$ cat src/rtl/vga_timing_gen.sv
// VGA raster timing generator: pixel-rate divider, h/v counters
// and a registered decode of sync, blanking and frame markers.
module vga_timing_gen #(
    parameter int H_ACTIVE  = 800,
    parameter int H_FP      = 40,
    parameter int H_SYNC    = 128,
    parameter int H_BP      = 88,
    parameter int V_ACTIVE  = 600,
    parameter int V_FP      = 1,
    parameter int V_SYNC    = 4,
    parameter int V_BP      = 23,
    parameter int HSYNC_POL = 1,
    parameter int VSYNC_POL = 1,
    parameter int PIX_DIV   = 1,
    parameter int CW        = 11
) (
    input  logic          CLK_40M,
    input  logic          RESET,
    input  logic          ENABLE,
    output logic          HSYNC,
    output logic          VSYNC,
    output logic          ACTIVE,
    output logic [CW-1:0] X,
    output logic [CW-1:0] Y,
    output logic          PIX_CE,
    output logic          LINE_START,
    output logic          FRAME_START
);

    localparam int H_TOTAL = H_ACTIVE + H_FP + H_SYNC + H_BP;
    localparam int V_TOTAL = V_ACTIVE + V_FP + V_SYNC + V_BP;
    localparam int MAX_CNT =
        ((H_TOTAL > V_TOTAL) ? H_TOTAL : V_TOTAL) - 1;
    localparam int DW =
        (PIX_DIV > 1) ? $clog2(PIX_DIV) : 1;

    localparam logic [DW-1:0] DIV_LAST = DW'(PIX_DIV - 1);
    localparam logic [CW-1:0] H_LAST   = CW'(H_TOTAL - 1);
    localparam logic [CW-1:0] V_LAST   = CW'(V_TOTAL - 1);

    localparam logic [31:0] H_ACT_END = 32'(H_ACTIVE);
    localparam logic [31:0] V_ACT_END = 32'(V_ACTIVE);
    localparam logic [31:0] HS_BEG = 32'(H_ACTIVE + H_FP);
    localparam logic [31:0] HS_END = 32'(H_ACTIVE + H_FP + H_SYNC);
    localparam logic [31:0] VS_BEG = 32'(V_ACTIVE + V_FP);
    localparam logic [31:0] VS_END = 32'(V_ACTIVE + V_FP + V_SYNC);

    localparam logic HS_ON = (HSYNC_POL != 0);
    localparam logic VS_ON = (VSYNC_POL != 0);

    // Counters must hold the largest coordinate; divider must be >= 1.
    generate
        if (PIX_DIV < 1 || (2 ** CW) <= MAX_CNT) begin : g_bad_params
            $error("vga_timing_gen: CW too small or PIX_DIV < 1");
        end
    endgenerate

    logic [DW-1:0] div;
    logic [CW-1:0] h;
    logic [CW-1:0] v;
    logic          ce;
    logic [31:0]   hx;
    logic [31:0]   vx;
    logic          act_d;
    logic          hs_d;
    logic          vs_d;
    logic          ls_d;
    logic          fs_d;

    assign ce = ENABLE && (div == DIV_LAST);
    assign hx = 32'(h);
    assign vx = 32'(v);

    // Pixel-rate divider; pauses in place while ENABLE is low.
    always_ff @(posedge CLK_40M) begin
        if (RESET) begin
            div <= '0;
        end else if (ENABLE) begin
            if (div == DIV_LAST) begin
                div <= '0;
            end else begin
                div <= div + DW'(1);
            end
        end
    end

    // Raster position: column advances per pixel, line per wrap.
    always_ff @(posedge CLK_40M) begin
        if (RESET) begin
            h <= '0;
            v <= '0;
        end else if (ce) begin
            if (h == H_LAST) begin
                h <= '0;
                if (v == V_LAST) begin
                    v <= '0;
                end else begin
                    v <= v + CW'(1);
                end
            end else begin
                h <= h + CW'(1);
            end
        end
    end

    // Decode of the current (pre-advance) position.
    always_comb begin
        act_d = 1'b0;
        hs_d  = ~HS_ON;
        vs_d  = ~VS_ON;
        ls_d  = 1'b0;
        fs_d  = 1'b0;
        if (hx < H_ACT_END && vx < V_ACT_END) begin
            act_d = 1'b1;
        end
        if (hx >= HS_BEG && hx < HS_END) begin
            hs_d = HS_ON;
        end
        if (vx >= VS_BEG && vx < VS_END) begin
            vs_d = VS_ON;
        end
        if (ce && h == '0) begin
            ls_d = 1'b1;
            fs_d = (v == '0);
        end
    end

    // Output register: strobes follow ce, levels freeze while paused.
    always_ff @(posedge CLK_40M) begin
        if (RESET) begin
            X           <= '0;
            Y           <= '0;
            ACTIVE      <= 1'b0;
            HSYNC       <= ~HS_ON;
            VSYNC       <= ~VS_ON;
            PIX_CE      <= 1'b0;
            LINE_START  <= 1'b0;
            FRAME_START <= 1'b0;
        end else begin
            PIX_CE      <= ce;
            LINE_START  <= ls_d;
            FRAME_START <= fs_d;
            if (ENABLE) begin
                X      <= h;
                Y      <= v;
                ACTIVE <= act_d;
                HSYNC  <= hs_d;
                VSYNC  <= vs_d;
            end
        end
    end

endmodule

$ cat config.mk
export PLATFORM = sky130hd
export DESIGN_NAME = vga_timing_gen
export DESIGN_NICKNAME = d
export VERILOG_FILES = /design/src/rtl/vga_timing_gen.sv
export SDC_FILE = /design/constraint.sdc
export NUM_CORES = 1
export LEC_CHECK = 0
export BUFFER_PORTS_ARGS = -buffer_cell sky130_fd_sc_hd__buf_2
export CAP_MARGIN = 10
export CORE_ASPECT_RATIO = 2
export CORE_MARGIN = 10
export CORE_UTILIZATION = 50
export CTS_BUF_LIST = sky130_fd_sc_hd__clkbuf_8
export DETAILED_ROUTE_END_ITERATION = 6
export PLACE_DENSITY = 0.71
export SYNTH_ARGS = -nofsm -noshare
export SYNTH_HDL_FRONTEND = slang
export SYNTH_SLANG_ARGS = --single-unit
$ cat constraint.sdc
create_clock -name CLK_40M -period 4.83 [get_ports CLK_40M]
set_input_delay 0.7245 -clock CLK_40M [delete_from_list [all_inputs] [get_ports CLK_40M]]
set_output_delay 0.7245 -clock CLK_40M [all_outputs]
set_load 0.05 [all_outputs]
---- Word level (Yosys, flattened, before mapping) ----
Cells that the tools add are included.
word-level totals
  bits in registers ....................... 51
  logic and storage cells ................. 40
operators by class
  $add $sub $neg .......................... 3
  magnitude comparators ................... 6
  equal/unequal tests ..................... 2
  multiplexer cells ....................... 7
  bitwise logic cells ..................... 2
  reduce and logical (&&, ||, !) cells .... 9
operator list
  cell                                                    count
  < comparator 11 x 10 -> 1 bit (second input constant)   4
  adder 11 x 1 -> 11 bit (second input constant)          2
  >= comparator 11 x 10 -> 1 bit (second input constant)  2
  logical NOT 11 bit                                      2
  2-to-1 mux 11 bit                                       2
  == test 11 x 10 -> 1 bit (second input constant)        1
  == test 11 bit (second input constant)                  1
  logical AND 1 bit                                       5
  2-to-1 mux 1 bit                                        5
  NOT 1 bit                                               2
  AND reduction 2 bit                                     1
  OR reduction 2 bit                                      1
  adder 1 bit (second input constant)                     1

---- Logic depth before layout (Yosys ltp) ----
  word-level depth ........................ 5
  gate-level depth with buffers ........... 7
  gate-level depth less buffers ........... 6

---- Worst setup path after synthesis ----
No wires, ideal clock.
  kind .................................... input port to flip-flop
  start ................................... input port ENABLE
  end ..................................... register v[7]
  library setup time ...................... 0.130 ns
  arrival time ............................ 1.575 ns
  data required time ...................... 4.700 ns
  slack ................................... 3.125 ns
  stages .................................. 6
  buffers on the path ..................... 2
  cell sequence ........................... and4_1 -> buf_2 -> nand4_1 -> nand2b_1 -> buf_4 -> a31oi_1
between the ends
  cells in the longest elaborated chain, start to end .. 2
RTL lines
  what                                  line  RTL
  from (decl)                           19    input logic ENABLE,
  logical AND 1 bit                     70    assign ce = ENABLE && (div == DIV_LAST);
  AND reduction 2 bit (no source line)  --
  to (signal assigned)                  98    v <= v + CW'(1);
  to (decl)                             60    logic [CW-1:0] v;
Every way passes these cells.
A chain may end at the register's enable or synchronous reset.

---- Final worst setup path ----
  start ................................... input port ENABLE
  end ..................................... register v[5]
The elaborated chain is that of the path after synthesis.

==> impl_metrics.py <==
metrics = {
    "run_status": {
        "outcome": "complete, no violations",
    },
    "finish": {
        "finish.net_count": 276,
        "antenna_cells": 0,
        "drive_above_1_share_pct": 16.4,
        "nFillCells": 421,
        "syn2layout_area_growth_pct": 9.02,
        "post-route-cell-area_um2": 2480,
        "final_util_pct": 56.6,
    },
    "critical_path": {
        "startpoint": "ENABLE",
        "worstSetupPathType": "in2reg",
        "start_kind": "input port",
        "slowest_delay_ns": 0.59,
        "arrival_ns": 2.63,
        "cp_cell_sequence": "buf_2 > and4_1 > nand4_1 > nand2b_1 > a31oi_1",
        "cp.required_ns": 5.00,
        "worstPathMaxFanout": 31,
        "r2r-start": "h[1]",
        "cpMaxStageDelayCell": "buf_2",
        "reg2regPathDepth": 5,
        "end_kind": "flip-flop",
    },
    "power_and_ir_drop": {
        "irDropWorstVdd_mv": 0.245,
        "leakage_nw": 1.05,
        "cellPowerDensity_nw_per_um2": 278,
    },
    "timing": {
        "layout_setup_ws_ns": 2.37,
        "fin_crit_sh_pct": 50.9,
        "clock.fmax_mhz": 406,
        "finalMaxSlewViolations": 0,
        "period_minus_slack_ns": 2.46,
        "tns_ns": 0,
        "relSlewSlack_pct": 49.0,
        "setup_viol": 0,
        "rsz0062_at_grt": "no",
        "worst_hold_slack_ns": 0.469,
        "hold_violations": 0,
        "fin_worst_skew_ns": 0.00667,
        "tightest_slew_ns": 0.765,
    },
    "placement": {
        "dpl_cell_area_um2": 2400,
        "port_buffers": 30,
        "gp_congestion": 0.878,
        "pre_cts_ws_ns": 2.07,
        "dpl.hpwl_mm": 3.65,
    },
    "grt": {
        "use_met2_pct": 25.6,
        "overflow": 0,
        "busiest_layer": "met2",
        "grt_usage_pct": 14.1,
        "antenna_found_initial": 0,
        "grt_pass1_vias": 1879,
        "grt_pass1_wl_mm": 8.64,
        "grtUsageMet3_pct": 3.09,
        "grt_max_degree": 39,
        "grt_use_met1_pct": 14.2,
    },
    "cts": {
        "post_cts_buffers": 0,
        "cts.repair.resized": 0,
        "hold_buffers": 0,
        "cts_made_buffers": 5,
        "cts_tree": "yes",
        "htree_levels": 2,
        "cts_buffer_depth": 2,
        "clk_pin_slew_ns": 0.09,
        "clock_latency_ns": 0.30,
        "cts_num_sinks": 50,
        "cts-root-buf": "clkbuf_8",
    },
    "yosys": {
        "synth_top_area_cell": "dfxtp_1",
        "ys.warnings.count": 0,
        "synth_edf_count": 0,
        "synth_cell_types": 45,
        "synth.avg_cell_area_um2": 9.14,
        "ys_seq_area_share_pct": 44.0,
        "synth_area_um2": 2280,
        "synth_ff_type": "dfxtp_1",
        "synth.most_common_cell": "dfxtp_1",
        "synth-seq-cells": 50,
        "synth_fp_nets": 257,
        "yosysTopAreaCellShare_pct": 44.0,
        "synth_commonest_cells": "dfxtp_1, nor2_1, mux2i_1",
        "netlist_instances": 249,
        "async_flop_share_pct": 0,
        "synth_area_leaders": "dfxtp_1, mux2i_1, nor2_1, a31oi_1, ha_1",
    },
    "routing": {
        "viasPerCell": 5.62,
        "wl_per_cell_um": 15.5,
        "route.vias.total": 1809,
        "drc_errors": 0,
        "wirelength_mm": 5.00,
        "ant_nets": 0,
        "drt_iter0_markers": 43,
        "drt_first_pass_iters": 4,
    },
    "flow_run": {
        "maxCapViolations": 0,
    },
    "floorplanning": {
        "pin_count": 31,
        "num_rows": 34,
        "core-area_um2": 4380,
        "initial_core_util_pct": 51.9,
        "die_w_um": 67.7,
        "die_h_um": 115,
        "die-area_um2": 7810,
    },
    "hold_path": {
        "hold_path_depth": 2,
        "hold_start": "ACTIVE",
        "worst_hold_path_type": "reg2reg",
    },
}
[stage by stage]
step           instances  power, mW
2_1_floorplan        249      0.462
3_3_place_gp         315      0.470
3_5_place_dp         315      0.471
4_1_cts              322      0.699
5_1_grt              322      0.716
6_report             322      0.690
[per-layer routing]
metal	up-vias	wire length, um	part of all wire (%)
met3	10	176	3.5
met5	-	0	0
met1	851	1960	39
met2	36	2720	54
li1	912	-	-
met4	0	144	2.9
[worst paths after layout]
path / end / slack, ns
worst max register to register: v[5] / 2.87
worst min-delay path: ACTIVE / 0.47
worst min register to register: ACTIVE / 0.47
worst max-delay path: v[5] / 2.37
[logic make-up (layout without fill, tap and decap cells)]
kind of cell | after synthesis | count (layout) | share of synthesized area [%]
AO/OA/AOI/OAI | 32 | 32 | 9.73
XOR/XNOR | 11 | 11 | 4.23
adder cells (fa/ha/maj) | 5 | 5 | 2.75
buffers and inverters | 24 | 43 | 5.00
flip-flops | 50 | 50 | 44.0
multiplexers | 22 | 22 | 9.68
AND/OR/NAND/NOR | 105 | 105 | 24.6
[layout by cell type, fill, tap and decap left out, types with 2 or more instances in the layout]
cell type and instances:
a21oi_1 8, a31oi_1 14, and2_1 3, and3_1 4, and3_2 2, and4_1 4, buf_2 30, clkbuf_8 5
clkinv_2 2, dfxtp_1 50, ha_1 5, inv_1 6, mux2i_1 22, nand2_1 14, nand2b_1 4, nand3_1 6
nand3b_1 3, nand4_1 8, nor2_1 37, nor2b_1 2, nor3_1 5, nor3b_1 2, nor4b_1 2, o21ai_0 2
or3_1 2, xnor2_1 6, xor2_1 5
[worst max-delay path, delay by kind of cell]
| kind | cells | cell delay (ns) |
|---|---|---|
| AOI/OAI and AO/OA | 1 | 0.16 |
| buffers and inverters | 1 | 0.59 |
| and+or+nand+nor | 3 | 1.15 |
[final cells by class]
type / count / area (um^2) / area share (%)
clock inverter: 2 / 10.0 / 0.403
tap: 54 / 67.6 / 2.72
inverter: 6 / 22.5 / 0.908
clock buffer: 5 / 68.8 / 2.77
multi-input combinational: 175 / 1160 / 46.8
sequential: 50 / 1000 / 40.3
timing repair buffer: 30 / 150 / 6.05
[where the power goes]
| group | internal (mW) | leakage [nW] | switching, mW |
|---|---|---|---|
| Clock | 0.0975 | 0.0438 | 0.132 |
| Combinational | 0.0120 | 0.606 | 0.0303 |
| Sequential | 0.416 | 0.404 | 0.00258 |
[registers in the layout (all words and copies together) (netlist names)]
signal and count:
ACTIVE 1, LINE_START 1, Y 11, v 11
FRAME_START 1, VSYNC 1, HSYNC 1, h 11
PIX_CE 1, X 11
(Power assumes the default switching activity.)
